`config.mk`:
```
export PLATFORM = sky130hd
export DESIGN_NAME = riscv_if_id_ex
export DESIGN_NICKNAME = d
export VERILOG_FILES = /design/src/rtl/riscv_if_id_ex.sv
export SDC_FILE = /design/constraint.sdc
export NUM_CORES = 2
export LEC_CHECK = 0
export BUFFER_PORTS_ARGS = -buffer_cell sky130_fd_sc_hd__buf_2
export CORE_AREA = 2 2 444 446
export DETAILED_ROUTE_END_ITERATION = 16
export DIE_AREA = 0 0 446 448
export GPL_ROUTABILITY_DRIVEN = 1
export PLACE_DENSITY_LB_ADDON = 0.1
export SYNTH_ARGS = -nofsm -noshare
export SYNTH_HDL_FRONTEND = slang
export SYNTH_SLANG_ARGS = --single-unit
```
`constraint.sdc`:
```
create_clock -name clk -period 3.45 [get_ports clk]
set_input_delay 0.5175 -clock clk [delete_from_list [all_inputs] [get_ports clk]]
set_output_delay 0.5175 -clock clk [all_outputs]
set_load 0.02 [all_outputs]
```
`src/rtl/riscv_if_id_ex.sv`:
```
// Three-stage RV32I front pipeline: PC generation, decode with register-file read, and ALU execute.
// ALU results write back into the local register file on the edge after they leave execute.
module riscv_if_id_ex (
    input  logic        clk,
    input  logic        rst,
    input  logic        bubble,
    input  logic [31:0] instruction,
    output logic [31:0] pc,
    output logic [4:0]  rdi,
    output logic [31:0] a,
    output logic [31:0] b,
    output logic [2:0]  funct3,
    output logic        exception,
    output logic [31:0] result,
    output logic [4:0]  rd,
    output logic        memfetch
);
    localparam logic [6:0] OPC_OPIMM = 7'b0010011;
    localparam logic [6:0] OPC_OP    = 7'b0110011;
    localparam logic [6:0] OPC_LOAD  = 7'b0000011;

    logic [31:0] pc_q, pc_d;
    logic [4:0]  rdi_q, rdi_d;
    logic [31:0] a_q, a_d, b_q, b_d;
    logic [2:0]  funct3_q, funct3_d;
    logic        exc_q, exc_d;
    logic        invertb_q, invertb_d;
    logic        load_q, load_d;
    logic [31:0] result_q, result_d;
    logic [4:0]  rd_q;
    logic        memfetch_q;
    logic [31:0] regs_q [32];

    logic [6:0]  opcode;
    logic [4:0]  rs1, rs2;
    logic [2:0]  f3;
    logic [31:0] rs1_val, rs2_val, imm_i;
    logic [4:0]  shamt;
    logic        wb_en;

    assign opcode  = instruction[6:0];
    assign rs1     = instruction[19:15];
    assign rs2     = instruction[24:20];
    assign f3      = instruction[14:12];
    assign imm_i   = {{20{instruction[31]}}, instruction[31:20]};
    assign rs1_val = (rs1 == 5'd0) ? 32'd0 : regs_q[rs1];
    assign rs2_val = (rs2 == 5'd0) ? 32'd0 : regs_q[rs2];

    assign pc_d = bubble ? pc_q : pc_q + 32'd4;

    always_comb begin
        rdi_d     = 5'd0;
        a_d       = 32'd0;
        b_d       = 32'd0;
        funct3_d  = 3'b000;
        exc_d     = 1'b0;
        invertb_d = 1'b0;
        load_d    = 1'b0;
        if (!bubble) begin
            case (opcode)
                OPC_OPIMM: begin
                    rdi_d     = instruction[11:7];
                    a_d       = rs1_val;
                    b_d       = imm_i;
                    funct3_d  = f3;
                    invertb_d = (f3 == 3'b101) && instruction[30];
                end
                OPC_OP: begin
                    rdi_d     = instruction[11:7];
                    a_d       = rs1_val;
                    b_d       = rs2_val;
                    funct3_d  = f3;
                    invertb_d = ((f3 == 3'b000) || (f3 == 3'b101)) && instruction[30];
                end
                OPC_LOAD: begin
                    // Address generation reuses the adder, so funct3 is forced to ADD.
                    rdi_d  = instruction[11:7];
                    a_d    = rs1_val;
                    b_d    = imm_i;
                    load_d = 1'b1;
                end
                default: exc_d = 1'b1;
            endcase
        end
    end

    assign shamt = b_q[4:0];

    always_comb begin
        result_d = 32'd0;
        case (funct3_q)
            3'b000: result_d = invertb_q ? a_q - b_q : a_q + b_q;
            3'b001: result_d = a_q << shamt;
            3'b010: result_d = ($signed(a_q) < $signed(b_q)) ? 32'd1 : 32'd0;
            3'b011: result_d = (a_q < b_q) ? 32'd1 : 32'd0;
            3'b100: result_d = a_q ^ b_q;
            3'b101: result_d = invertb_q ? 32'($signed(a_q) >>> shamt) : a_q >> shamt;
            3'b110: result_d = a_q | b_q;
            default: result_d = a_q & b_q;
        endcase
    end

    always_ff @(posedge clk or negedge rst) begin
        if (!rst) begin
            pc_q       <= 32'd0;
            rdi_q      <= 5'd0;
            a_q        <= 32'd0;
            b_q        <= 32'd0;
            funct3_q   <= 3'b000;
            exc_q      <= 1'b0;
            invertb_q  <= 1'b0;
            load_q     <= 1'b0;
            result_q   <= 32'd0;
            rd_q       <= 5'd0;
            memfetch_q <= 1'b0;
        end else begin
            pc_q       <= pc_d;
            rdi_q      <= rdi_d;
            a_q        <= a_d;
            b_q        <= b_d;
            funct3_q   <= funct3_d;
            exc_q      <= exc_d;
            invertb_q  <= invertb_d;
            load_q     <= load_d;
            result_q   <= result_d;
            rd_q       <= rdi_q;
            memfetch_q <= load_q;
        end
    end

    // x0 is never selected because wb_en excludes rd_q == 0, so it stays at its reset value.
    assign wb_en = !memfetch_q && (rd_q != 5'd0);

    for (genvar gi = 0; gi < 32; gi++) begin : g_regs
        always_ff @(posedge clk or negedge rst) begin
            if (!rst)
                regs_q[gi] <= 32'd0;
            else if (wb_en && (rd_q == 5'(gi)))
                regs_q[gi] <= result_q;
        end
    end

    assign pc        = pc_q;
    assign rdi       = rdi_q;
    assign a         = a_q;
    assign b         = b_q;
    assign funct3    = funct3_q;
    assign exception = exc_q;
    assign result    = result_q;
    assign rd        = rd_q;
    assign memfetch  = memfetch_q;
endmodule

```
# ---- Yosys cells after proc, flatten, opt, wreduce, memory -nomap -nowiden
# Index checks and enable logic that the tools add are counted.
dict set report word_totals {
  reg_bits 1169
  latchBits 0
  mem_bits_rw 0
  rom_bits 0
  out_inout_bits 143
  elab_cells 172
  n_memories 0
}
dict set report classes {
  addsub 3
  mul 0
  n_div 0
  magnitude_cmp 4
  eq_ne 41
  n_shift 3
  mux 27
  n_bitwise 5
  n_reduce_logical 46
}
# op n
set ops {}
lappend ops {{32-bit 2-to-1 mux} 11}
lappend ops {{32-bit binary-select mux with 5-bit select} 2}
lappend ops {{32-bit one-hot mux with 7 select lines} 1}
lappend ops {{5-bit equality test (second input constant)} 16}
lappend ops {{32-bit < comparator} 2}
lappend ops {{32-bit one-hot mux with 2 select lines} 1}
lappend ops {{5-bit by 4-bit equality test with 1-bit output (second input constant)} 8}
lappend ops {{1-bit logical AND} 35}
lappend ops {{32-bit by 3-bit adder with 32-bit output (second input constant)} 1}
lappend ops {{32-bit adder} 1}
lappend ops {{32-bit AND} 1}
lappend ops {{32-bit bitwise OR} 1}
lappend ops {{32-bit by 5-bit left shift with 32-bit output} 1}
lappend ops {{32-bit by 5-bit >> shifter with 32-bit output} 1}
lappend ops {{32-bit by 5-bit >>> shifter with 32-bit output} 1}
lappend ops {{32-bit subtractor} 1}
lappend ops {{32-bit bitwise XOR} 1}
lappend ops {{5-bit by 3-bit equality test with 1-bit output (second input constant)} 4}
lappend ops {{5-bit zero test} 3}
lappend ops {{3-bit equality test (second input constant)} 4}
lappend ops {{6-bit >= comparator (second input constant)} 2}
lappend ops {{5-bit inverter with 6-bit output} 2}
lappend ops {{5-bit by 2-bit equality test with 1-bit output (second input constant)} 2}
lappend ops {{5-bit 2-to-1 mux} 2}
lappend ops {{15 further kinds} 25}

# ---- Depth between registers and ports, before layout
dict set report logic_depth {
  ltp_word 7
  ltp_mapped 14
}

# ---- Worst setup path before layout
# OpenSTA, ideal clock, no wires.
dict set report synth_timing {
  kind {reg-to-reg}
  from {register b_q[1], in the netlist b[1]}
  to {register result_q[29], in the netlist result[29]}
  setup_time_ps 82
  arrival_time_ps 3411
  required_ps 3368
  path_slack_ps -43
  path_stages_with_launch 15
  n_path_buf 3
  path_cell_list {dfrtp_1 -> inv_1 -> buf_2 -> buf_2 -> buf_1 -> ha_1 -> nor2_1 -> o311ai_0 -> a21bo_2 -> a2111oi_0 -> nor3_1 -> and3b_1 -> o31a_1 -> o21ai_1 -> a31oi_1}
}
dict set report synth_between {
  elab_chain_cells 3
}
# item line
set synth_rtl {}
lappend synth_rtl {{from (decl)} 24} ;# logic [31:0] a_q, a_d, b_q, b_d;
lappend synth_rtl {{from (signal assigned)} 108} ;# b_q <= 32'd0;
lappend synth_rtl {{from (signal assigned)} 120} ;# b_q <= b_d;
lappend synth_rtl {{32-bit adder (tied with other cells)} 92} ;# 3'b000: result_d = invertb_q ? a_q - b_q : a_q + b_q;
lappend synth_rtl {{32-bit 2-to-1 mux, on equally long branches} {92, 97}}
lappend synth_rtl {{32-bit one-hot mux with 7 select lines *} 91} ;# case (funct3_q)
lappend synth_rtl {{named net result_d[29]} 29} ;# logic [31:0] result_q, result_d;
lappend synth_rtl {{to (signal assigned)} 125} ;# result_q <= result_d;
lappend synth_rtl {{to (decl)} 29}
# Mark *: on every way through the listed nets, which the timed path passes. The rest lies on a longest branch.
# A chain may end at the register's enable or synchronous reset.

# ---- Worst setup path in the final report
dict set report layout_timing {
  from {register b_q[0], in the netlist b[0]}
  to {register result_q[6], in the netlist result[6]}
}
# Same word-level chain as after synthesis.

==> impl_metrics.json <==
{
  "status": "completed",
  "path_class": "register to register",
  "setup-violations-final": 0,
  "cp_slowest_cell": "o21ai_0",
  "viasPerCell": 5.96,
  "worstHoldPathType": "input pin to register",
  "hold_start": "instruction[28]",
  "cts.clk_slew.worst_paths_ns": 0.05,
  "finalInstanceArea_um2": 79000,
  "fin_crit_ns": 3.42,
  "grt_util_met1_pct": 36.7,
  "grt_antenna_before_repair": 10,
  "critPathMaxStageDelay_ns": 0.97,
  "min_path_cells": 2,
  "start_util_pct": 34.9,
  "place_ws_ns": -0.0988,
  "p_sw_share_pct": 24.2,
  "max_cap_violations": 0,
  "gp_congestion": 0.991,
  "cts-root-buf": "clkbuf_16",
  "seq_power_share_pct": 43.9,
  "slew_headroom_pct": 19.6,
  "dp_hpwl_um": 175000,
  "synth.area.top_cells": "dfrtp_1, mux4_2, mux2_2",
  "seq_area_frac_synth_pct": 43.0,
  "wl_per_cell_um": 33.2,
  "syn_inst": 5002,
  "rows": 162,
  "reg2reg_from": "b[0]",
  "synth_top_area_share_pct": 43.0,
  "grt_start_max_net_pins": 113,
  "vdd_drop_max_uv": 502,
  "start_kind": "register",
  "finish.utilization_pct": 40.6,
  "grt_pass1_vias": 48309,
  "cts_tree": "yes",
  "cp.required_ns": 4.17,
  "drive_above_1_share_pct": 48.0,
  "pwr-share-comb_pct": 5.4,
  "p_leak_nw": 36.0,
  "synth_area_um2": 67900,
  "grt.busiest_layer": "met2",
  "intPower_mw": 23.8,
  "cts_htree_levels": 4,
  "cp_cell_sequence": "buf_16, o21ai_0, o21ai_0, nor2_1, nor2_1, mux4_2, o221ai_1, o21a_1",
  "grt_setup_unrepaired": "false",
  "p_sw_mw": 7.61,
  "dpl.cell_count": 7601,
  "clock_latency_ns": 0.81,
  "ant_nets": 0,
  "crit_buf_inv": 1,
  "clkPwrFrac_pct": 50.7,
  "worst_slew_pin_slew_ns": 1.19,
  "grt_pass1_wl_um": 373000,
  "cp_data_arrival_time_ns": 4.14,
  "fp.dieW_um": 446,
  "min_to": "b[8]",
  "numCtsBuffers": 144,
  "chipHeight_um": 448,
  "multi_input_area_um2": 36200,
  "drt_iter0_markers": 4190,
  "hold_viol": 0,
  "drt_first_pass_iters": 6,
  "cts_sinks": 1167,
  "io_pins": 178,
  "grtUsageMet2_pct": 42.1,
  "fillers": 18222,
  "grt-ovfl-total": 0,
  "ys_types": 101,
  "dpl_cell_area_um2": 73900,
  "syn_to_final_growth_pct": 16.4,
  "slew_violations": 0,
  "drc": 0,
  "ys.flop_type": "dfrtp_1",
  "ys_ff_latch": 1167,
  "holdWs_ns": 0.0739,
  "syn_area_per_cell_um2": 13.6,
  "synth-edff-count": 0,
  "nets": 5351,
  "fin_crit_sh_pct": 99.1,
  "reg2reg_to": "result[6]",
  "fin_skew_ns": 0.0301,
  "vias": 46889,
  "async_flop_share_pct": 100,
  "power_density_nw_per_um2": 398,
  "layoutNonFillerInstCount": 7864,
  "drt_wl_total_um": 261000,
  "die_area_um2": 200000,
  "fmax_ghz": 0.293,
  "timing.final.ws_setup_ns": 0.0313,
  "endpoint_kind": "register",
  "yosysTopAreaCell": "dfrtp_1",
  "reg2reg_depth": 8,
  "critical-path-top-delay-family": "compound AO/OA/AOI/OAI gates",
  "use_met3_pct": 3.67,
  "core-area_um2": 195000,
  "ys_warn_count": 0,
  "reg2reg_slack_ns": 0.03,
  "numPortBuffers": 175,
  "seqCellArea_um2": 29200,
  "grt.total_usage_pct": 26.1,
  "crit_fanout": 49,
  "cts_buffer_depth": 3
}
-- state kept, by name, summed over array words and instances (netlist names) --
signal,count
a,32
b,32
exception,1
funct3,3
invertb_q,1
load_q,1
memfetch,1
pc,30
rd,5
rdi,5
regs_q,1024
result,32
-- area by class of cell --
type / count / share of cell area [%]
Clock buffer: 207 / 5.37
Clock inverter: 43 / 0.894
Timing Repair Buffer: 579 / 6.21
Multi-Input combinational cell: 3193 / 45.9
Tap cell: 2542 / 4.03
Antenna cell: 2 / 0.00634
Inverter: 131 / 0.623
Sequential cell: 1167 / 37.0
-- worst max path at each step --
stage / startpoint / slack [ns] / cells after the start / to
final: b[0] / 0.03 / 8 / result[6]
after global routing: b[13] / 0.02 / 13 / result[31]
after CTS: b[0] / 0.09 / 12 / result[12]
after detailed placement: b[0] / -0.1 / 12 / result[12]
after global placement: b[0] / -0.08 / 12 / result[12]
after floorplan: b[3] / 0.01 / 14 / result[29]
-- synth_stat cells, types with 18 or more instances --
cell type  instances
o211ai_1          20
mux4_2           658
buf_1            154
buf_2             71
nand3_1           32
dfrtp_1         1167
clkbuf_1         254
nand2_1          214
and2_1            18
nor2_1           211
inv_1            125
o22ai_1           23
a21oi_1          215
nor3_1            31
o21ai_0          116
nor2b_1           29
xnor2_1           42
mux2_2          1012
o21a_1            24
a221oi_1          18
ha_1              98
a211oi_1          28
mux2i_1           99
-- cell usage in the layout, fill, tap and decap left out, types with 69 or more instances in the layout --
master / synthesis / layout
nand2_1: 214 / 194
a21oi_1: 215 / 215
buf_12: 0 / 69
ha_1: 98 / 98
buf_4: 16 / 328
mux4_2: 658 / 658
o21ai_0: 116 / 114
mux2_2: 1012 / 1012
dfrtp_1: 1167 / 1162
clkbuf_16: 0 / 145
nor2_1: 211 / 209
buf_2: 71 / 164
mux2i_1: 99 / 99
inv_1: 125 / 124
-- power groups by stage --
| stage | combinational (mW) | sequential [mW] | clock (mW) |
|---|---|---|---|
| 2_1_floorplan | 0.780 | 14.1 | 0 |
| 3_3_place_gp | 1.74 | 14.0 | 0 |
| 3_5_place_dp | 1.74 | 14.0 | 0 |
| 4_1_cts | 1.75 | 13.8 | 16.3 |
| 5_1_grt | 1.83 | 13.8 | 16.9 |
| 6_report | 1.70 | 13.8 | 15.9 |
-- through the flow --
stage                     setup TNS (ns)  power (mW)
after floorplan                        0        14.9
after CTS                              0        31.8
after global placement           -0.0827        15.8
after detailed placement         -0.0988        15.8
after global routing                   0        32.5
final                                  0        31.4
-- logic make-up after synthesis --
group,synth area share [%]
mux,40.1
flops,43.0
buf+inv,3.99
simple gates,4.32
compound gates,6.06
fa+ha+maj,1.87
xor+xnor,0.632
other cells,0.00553
-- metal layers --
metal,wire length [um],share of wire [%],vias to the layer above
li1,-,-,19427
met1,117000,45,25648
met2,124000,48,1468
met3,13200,5.1,342
met4,6890,2.6,4
met5,23,0.0088,-
-- timing repair --
item                       in CTS  in global routing
hold buffers                   10                  0
gates cloned                    0                  1
setup buffers                   0                  0
gates resized for setup         2                  4
pin swaps                       0                  0
setup endpoints to repair       2                  8
hold endpoints to repair       55                  0
Note: power is estimated with default switching activity, not from simulation.
